$ cat config.mk
export PLATFORM = sky130hd
export DESIGN_NAME = attention_dot_engine_flat
export DESIGN_NICKNAME = d
export VERILOG_FILES = /design/src/rtl/attention_dot_engine_if.sv /design/src/rtl/attention_dot_engine.sv /design/src/flat_wrapper.sv
export SDC_FILE = /design/constraint.sdc
export NUM_CORES = 1
export LEC_CHECK = 0
export CAP_MARGIN = 20
export CORE_ASPECT_RATIO = 0.7
export CORE_UTILIZATION = 25
export CTS_CLUSTER_DIAMETER = 100
export DETAILED_ROUTE_END_ITERATION = 16
export GPL_TIMING_DRIVEN = 0
export PLACE_DENSITY_LB_ADDON = 0.25
export SETUP_SLACK_MARGIN = 0.4
export SLEW_MARGIN = 30
export SYNTH_ARGS = -nofsm -noshare
export SYNTH_HDL_FRONTEND = slang
export SYNTH_SLANG_ARGS = --single-unit
$ cat constraint.sdc
create_clock -name clk -period 19.48 [get_ports clk]
set_input_delay 1.948 -clock clk [delete_from_list [all_inputs] [get_ports clk]]
set_output_delay 1.948 -clock clk [all_outputs]
set_load 0.03 [all_outputs]
$ cat src/rtl/attention_dot_engine_if.sv
// Stream bundle for the attention dot-product engine: q/k element input
// stream and saturated score output stream.
interface attention_dot_engine_if #(
    parameter int DATA_W = 8,
    parameter int OUT_W  = 8
);
    logic signed [DATA_W-1:0] slv_data_in;
    logic                     slv_vld_in;
    logic                     slv_rdy_out;
    logic signed [OUT_W-1:0]  mst_data_out;
    logic                     mst_vld_out;
    logic                     mst_rdy_in;
    logic                     mst_sat_out;

    // Engine side: consumes the element stream, produces scores.
    modport slave (
        input  slv_data_in, slv_vld_in, mst_rdy_in,
        output slv_rdy_out, mst_data_out, mst_vld_out, mst_sat_out
    );

    // Environment side: produces elements, consumes scores.
    modport master (
        output slv_data_in, slv_vld_in, mst_rdy_in,
        input  slv_rdy_out, mst_data_out, mst_vld_out, mst_sat_out
    );
endinterface

$ cat src/rtl/attention_dot_engine.sv
// Dot-product score engine: MACs interleaved q/k elements, scales by an
// arithmetic right shift, saturates to OUT_W and holds the score in a one-entry buffer.
module attention_dot_engine #(
    parameter int DATA_W   = 8,
    parameter int NUM_FEAT = 4,
    parameter int SHIFT    = 1,
    parameter int OUT_W    = 8
) (
    input  logic                  clk,
    input  logic                  rst_n,
    attention_dot_engine_if.slave bus
);
    localparam int LOG_FEAT = (NUM_FEAT > 1) ? $clog2(NUM_FEAT) : 1;
    localparam int ACC_W    = 2 * DATA_W + LOG_FEAT;
    localparam int CNT_W    = LOG_FEAT;
    localparam int PROD_W   = 2 * DATA_W;
    localparam logic [CNT_W-1:0] LAST_CNT = CNT_W'(NUM_FEAT - 1);

    typedef enum logic {
        LOAD_Q,
        LOAD_K
    } phase_t;

    phase_t                   phase_reg, phase_next;
    logic [CNT_W-1:0]         feat_cnt_reg, feat_cnt_next;
    logic [DATA_W-1:0]        q_reg, q_next;
    logic signed [ACC_W-1:0]  acc_reg, acc_next;
    logic [OUT_W-1:0]         out_buf_reg, out_buf_next;
    logic                     out_sat_reg, out_sat_next;
    logic                     out_vld_reg, out_vld_next;

    logic                     last_beat;
    logic                     slv_rdy;
    logic                     beat;
    logic [PROD_W-1:0]        q_ext;
    logic [PROD_W-1:0]        d_ext;
    logic [PROD_W-1:0]        prod;
    logic signed [ACC_W-1:0]  acc_sum;
    logic signed [ACC_W-1:0]  sum_shift;
    logic [OUT_W-1:0]         clip_val;
    logic                     clip_sat;

    // Operands sign-extended to full product width so an unsigned multiply yields the signed product bits.
    assign q_ext     = {{DATA_W{q_reg[DATA_W-1]}}, q_reg};
    assign d_ext     = {{DATA_W{bus.slv_data_in[DATA_W-1]}}, bus.slv_data_in};
    assign prod      = q_ext * d_ext;
    assign acc_sum   = acc_reg + {{(ACC_W-PROD_W){prod[PROD_W-1]}}, prod};
    assign sum_shift = acc_sum >>> SHIFT;

    generate
        if (OUT_W < ACC_W) begin : gen_clip
            localparam logic signed [ACC_W-1:0] OUT_MAX = (ACC_W'(1) << (OUT_W - 1)) - ACC_W'(1);
            localparam logic signed [ACC_W-1:0] OUT_MIN = ~OUT_MAX;
            logic sat_hi;
            logic sat_lo;
            assign sat_hi   = sum_shift > OUT_MAX;
            assign sat_lo   = sum_shift < OUT_MIN;
            assign clip_sat = sat_hi | sat_lo;
            assign clip_val = sat_hi ? OUT_MAX[OUT_W-1:0]
                            : sat_lo ? OUT_MIN[OUT_W-1:0]
                            : sum_shift[OUT_W-1:0];
        end else begin : gen_wide
            assign clip_sat = 1'b0;
            assign clip_val = OUT_W'(sum_shift);
        end
    endgenerate

    // Only the final k beat can stall, and only while an undrained score occupies the buffer.
    assign last_beat = (phase_reg == LOAD_K) && (feat_cnt_reg == LAST_CNT);
    assign slv_rdy   = !(last_beat && out_vld_reg && !bus.mst_rdy_in);
    assign beat      = bus.slv_vld_in && slv_rdy;

    always_ff @(posedge clk or negedge rst_n) begin
        if (!rst_n) begin
            phase_reg    <= LOAD_Q;
            feat_cnt_reg <= '0;
            q_reg        <= '0;
            acc_reg      <= '0;
            out_buf_reg  <= '0;
            out_sat_reg  <= 1'b0;
            out_vld_reg  <= 1'b0;
        end else begin
            phase_reg    <= phase_next;
            feat_cnt_reg <= feat_cnt_next;
            q_reg        <= q_next;
            acc_reg      <= acc_next;
            out_buf_reg  <= out_buf_next;
            out_sat_reg  <= out_sat_next;
            out_vld_reg  <= out_vld_next;
        end
    end

    always_comb begin
        phase_next    = phase_reg;
        feat_cnt_next = feat_cnt_reg;
        q_next        = q_reg;
        acc_next      = acc_reg;
        out_buf_next  = out_buf_reg;
        out_sat_next  = out_sat_reg;
        out_vld_next  = out_vld_reg;

        if (out_vld_reg && bus.mst_rdy_in) begin
            out_vld_next = 1'b0;
        end

        // A last-beat load in the same cycle overrides the drain above.
        if (beat) begin
            case (phase_reg)
                LOAD_Q: begin
                    q_next     = bus.slv_data_in;
                    phase_next = LOAD_K;
                end
                LOAD_K: begin
                    phase_next = LOAD_Q;
                    if (feat_cnt_reg == LAST_CNT) begin
                        out_buf_next  = clip_val;
                        out_sat_next  = clip_sat;
                        out_vld_next  = 1'b1;
                        acc_next      = '0;
                        feat_cnt_next = '0;
                    end else begin
                        acc_next      = acc_sum;
                        feat_cnt_next = feat_cnt_reg + CNT_W'(1);
                    end
                end
                default: phase_next = LOAD_Q;
            endcase
        end
    end

    assign bus.slv_rdy_out  = slv_rdy;
    assign bus.mst_data_out = out_buf_reg;
    assign bus.mst_sat_out  = out_sat_reg;
    assign bus.mst_vld_out  = out_vld_reg;

endmodule

$ cat src/flat_wrapper.sv
// flat-port wrapper written by rule: the top's interface ports become plain ports
module attention_dot_engine_flat 
#(
    parameter int DATA_W   = 8,
    parameter int NUM_FEAT = 4,
    parameter int SHIFT    = 1,
    parameter int OUT_W    = 8
)
  (clk, rst_n, bus_slv_data_in, bus_slv_vld_in, bus_mst_rdy_in, bus_slv_rdy_out, bus_mst_data_out, bus_mst_vld_out, bus_mst_sat_out);
  attention_dot_engine_if #(.DATA_W(DATA_W), .OUT_W(OUT_W)) bus_i ();
  input  logic clk;
  input  logic rst_n;
  input wire logic [$bits(bus_i.slv_data_in)-1:0] bus_slv_data_in;
  input wire logic [$bits(bus_i.slv_vld_in)-1:0] bus_slv_vld_in;
  input wire logic [$bits(bus_i.mst_rdy_in)-1:0] bus_mst_rdy_in;
  output wire logic [$bits(bus_i.slv_rdy_out)-1:0] bus_slv_rdy_out;
  output wire logic [$bits(bus_i.mst_data_out)-1:0] bus_mst_data_out;
  output wire logic [$bits(bus_i.mst_vld_out)-1:0] bus_mst_vld_out;
  output wire logic [$bits(bus_i.mst_sat_out)-1:0] bus_mst_sat_out;
  assign bus_i.slv_data_in = bus_slv_data_in;
  assign bus_i.slv_vld_in = bus_slv_vld_in;
  assign bus_i.mst_rdy_in = bus_mst_rdy_in;
  assign bus_slv_rdy_out = bus_i.slv_rdy_out;
  assign bus_mst_data_out = bus_i.mst_data_out;
  assign bus_mst_vld_out = bus_i.mst_vld_out;
  assign bus_mst_sat_out = bus_i.mst_sat_out;
  attention_dot_engine #(.DATA_W(DATA_W), .NUM_FEAT(NUM_FEAT), .SHIFT(SHIFT), .OUT_W(OUT_W)) u_core (.clk(clk), .rst_n(rst_n), .bus(bus_i));
endmodule
==> results.md <==
- Run status: complete, no violations
- Hold Crit Start: u_core.feat_cnt_reg[1]$_DFFE_PN0P_
- Clock skew: 0.00827 ns
- Worst-Skew Late Latency: 0.29 ns
- Initial core utilization: 25.7%
- Die height: approximately 120 um
- Diodes inserted: 0
- # resized after CTS: 0
- Slew @ Worst Pin: just under 0.6 ns
- CTS tree: yes
- Core ar.: 19900 um2
- Core Rows: 43
- Synth Register Bits: 39
- Worst Path Buf+Inv: 4
- Post-Syn Instances: 553
- Endpoints failing hold: 0
- Vias in the first global route: 3941
- Synth cell types: 60
- Max reg flops: 18
- I/O Buffers: 22
- R2R Path End: u_core.bus.mst_data_out[2]$_DFFE_PN0P_
- Die ar.: 21000 um2
- CTS Buf Count: 5
- Final min period: 8.91 ns
- Synth Flop Type: dfrtp_1
- Initial antenna violation count: 0
- Path type of the worst min-delay path: reg -> reg
- Worst-path clk slew: 0.07 ns
- Post-Route Utilization: between 20 and 30%
- Slew HR: 60.3%
- Routed Antenna Nets: 0
- Instance count on the critical path: 25
- Total congestion overflow: 0
- RSZ-0062 raised after global routing: no
- Crit Path Class: in -> reg
- Die W: approximately 170 um
- Syn Area/Cell: a little over 9 um2
- Final TNS setup: 0 ns
- Slew Viols, Final: 0
- FF-to-FF path depth: 25
- Post-CTS Hold Fix Bufs: 0
- F_max: approximately 110 MHz
- DRC viols: 0
- Drt via density: 4.63
- DPL Wire Length: 10100 um
- DR iter-0 viols: approximately 240
- CP max stage delay: 0.68 ns
- Proportion of layout cells with a drive suffix above 1: just under 7%
- Clock Path Buffers: 2
- Setup Viol. Count Final: 0
- Required time of the critical path: 19.67 ns
- Routed WL: 12000 um
- Crit. End Element: flip-flop
- Hold-critical path depth: 2
- GRT Overall Usage: 12.4%
- CP max-delay cell: clkdlybuf4s50_1
- Worst hold slack: between 0.4 and 0.5 ns
- Worst-path maximum fanout: 8
- Crit Reg-Reg Startpoint: u_core.q_reg[0]$_DFFE_PN0P_
- DRT Pass-1 Iters: 4
- Post-CTS Setup Bufs: 0
- Crit path max-delay family: adder cells
- Max-Cap Viols: 0
- Crit path launch type: input pin
- Synth Warn #: 0
- Routed wire per std cell: 14.1 um
- Clock Sinks: 39
- Final period utilization: around 46%
- Post-synthesis sequential area ratio: 19.1%
- CP most frequent cell: fa_1
- EDFF count, synth: 0
- Area growth, synth to finish: 14.7%
- Ys async rst share: 100%
- Syn_nets: ~670
- Via count: slightly below 4000
- NumNets Final: 699
- CTS H-tree depth: 2
- WP data arrival: 9.10 ns
- Cell Area, Synth: 5110 um2
- Global-route wire length before repair: 20700 um
- Root buffer cell: clkbuf_16
- Flop2flop setup slack: 12.39 ns
- GP Congestion: ~0.83
- Largest net degree at the start of global routing: 21
- Num ports: 23
- Worst hold path endpoint: u_core.feat_cnt_reg[1]$_DFFE_PN0P_
-- worst max-delay path by stage --
stage | start | slack (ns) | endpoint
3_5_place_dp | bus_slv_data_in[4] | 10.26 | u_core.bus.mst_data_out[0]$_DFFE_PN0P_
2_1_floorplan | bus_slv_data_in[7] | 11.92 | u_core.bus.mst_data_out[0]$_DFFE_PN0P_
6_report | bus_slv_data_in[7] | 10.57 | u_core.bus.mst_data_out[2]$_DFFE_PN0P_
4_1_cts | bus_slv_data_in[4] | 10.53 | u_core.bus.mst_data_out[0]$_DFFE_PN0P_
5_1_grt | bus_slv_data_in[4] | 9.90 | u_core.bus.mst_data_out[0]$_DFFE_PN0P_
3_3_place_gp | bus_slv_data_in[7] | 10.33 | u_core.bus.mst_data_out[0]$_DFFE_PN0P_
-- cell type report --
type,count,area [um2]
Fill cell,2097,14000
Multi-Input combinational cell,407,3730
Sequential cell,39,976
Inverter,99,372
Tap cell,270,338
Timing Repair Buffer,23,243
Clock buffer,5,125
Clock inverter,3,43.8
Buffer,8,31.3
-- per-layer routing --
| metal | up-vias | GRT usage [%] | wire length, um |
|---|---|---|---|
| li1 | 1919 | - | - |
| met1 | 1975 | 18.9 | 6370 |
| met2 | 51 | 18.5 | 5080 |
| met3 | 7 | 1.78 | 491 |
| met4 | 0 | 2.16 | 85 |
| met5 | - | 0 | 0 |
-- worst reg2reg max path, stage by stage (launching register included) --
cell and delay, ns:
dfrtp_1 0.47, nand2b_1 0.21, fa_1 0.54, inv_1 0.05, fa_1 0.53, inv_1 0.06, fa_1 0.53, inv_1 0.06
fa_1 0.47, ha_1 0.34, o21ai_0 0.12, a21boi_0 0.15, o21ai_0 0.23, a21boi_0 0.15, o21ai_0 0.37, nand2_1 0.12
xor2_1 0.16, ha_1 0.45, nand4_1 0.18, o22ai_1 0.36, nor3_1 0.10, a211oi_1 0.46, nand3_1 0.13, nor4_1 0.37
a21oi_2 0.21, o32ai_1 0.16
-- Yosys cell counts, drive strengths merged, types with 2 or more instances --
master,count,share of area [%]
dfrtp,39,19
clkbuf,7,0.51
fa,56,22
nand2b,3,0.37
and4,2,0.34
nor4,5,0.73
inv,99,7.3
o2111ai,2,0.34
or3,4,0.59
nor2,30,2.3
ha,48,12
xnor2,20,3.6
nand4,2,0.24
o32ai,7,1.2
o21ai,29,3.1
and2,41,5.0
a211oi,5,0.93
a21boi,4,0.59
a2111oi,3,1.0
nand4b,2,0.34
nor2b,4,0.49
xor2,2,0.34
o2111a,3,0.66
a21o,8,1.2
nor3,14,1.8
a22o,12,2.1
mux2,8,1.8
a21oi,21,2.1
nand2,41,3.0
or2,2,0.24
o21a,6,1.0
o31ai,2,0.29
nand3,3,0.29
o211ai,7,1.0
-- placed cells by master, fill, tap and decap left out, drive strengths merged, types with 4 or more instances in the layout --
| cell | count |
|---|---|
| o32ai | 7 |
| o21ai | 29 |
| dfrtp | 39 |
| o211ai | 7 |
| nand2 | 41 |
| clkbuf | 12 |
| ha | 48 |
| a21oi | 21 |
| a22o | 12 |
| nor3 | 14 |
| o21a | 6 |
| nor4 | 5 |
| mux2 | 8 |
| xnor2 | 20 |
| clkdlybuf4s50 | 21 |
| a21boi | 4 |
| a21o | 8 |
| inv | 99 |
| and2 | 41 |
| fa | 56 |
| nor2b | 4 |
| nor2 | 30 |
| or3 | 4 |
| a211oi | 5 |
-- logic make-up (layout without fill, tap and decap cells) --
logic type,count (synthesis),count (layout),share of synthesized area (%)
muxes,8,8,1.76
buffers and inverters,107,138,7.88
adders and majority gates,104,104,33.7
DFF,39,39,19.1
and+or+nand+nor,156,156,16.3
xor gates and xnor gates,23,23,4.41
AOI/OAI and AO/OA,116,116,16.9
-- metrics by stage --
stage                     area, um2  instances  setup slack (ns)
after global placement         5670        845             10.33
final                          5860        854             10.57
after CTS                      5860        854             10.53
after global routing           5860        854              9.90
after detailed placement       5690        846             10.26
after floorplan                5110        553             11.92
Power is not shown: default switching activity piles up to over one toggle a cycle in this logic, so the estimate is an artifact.
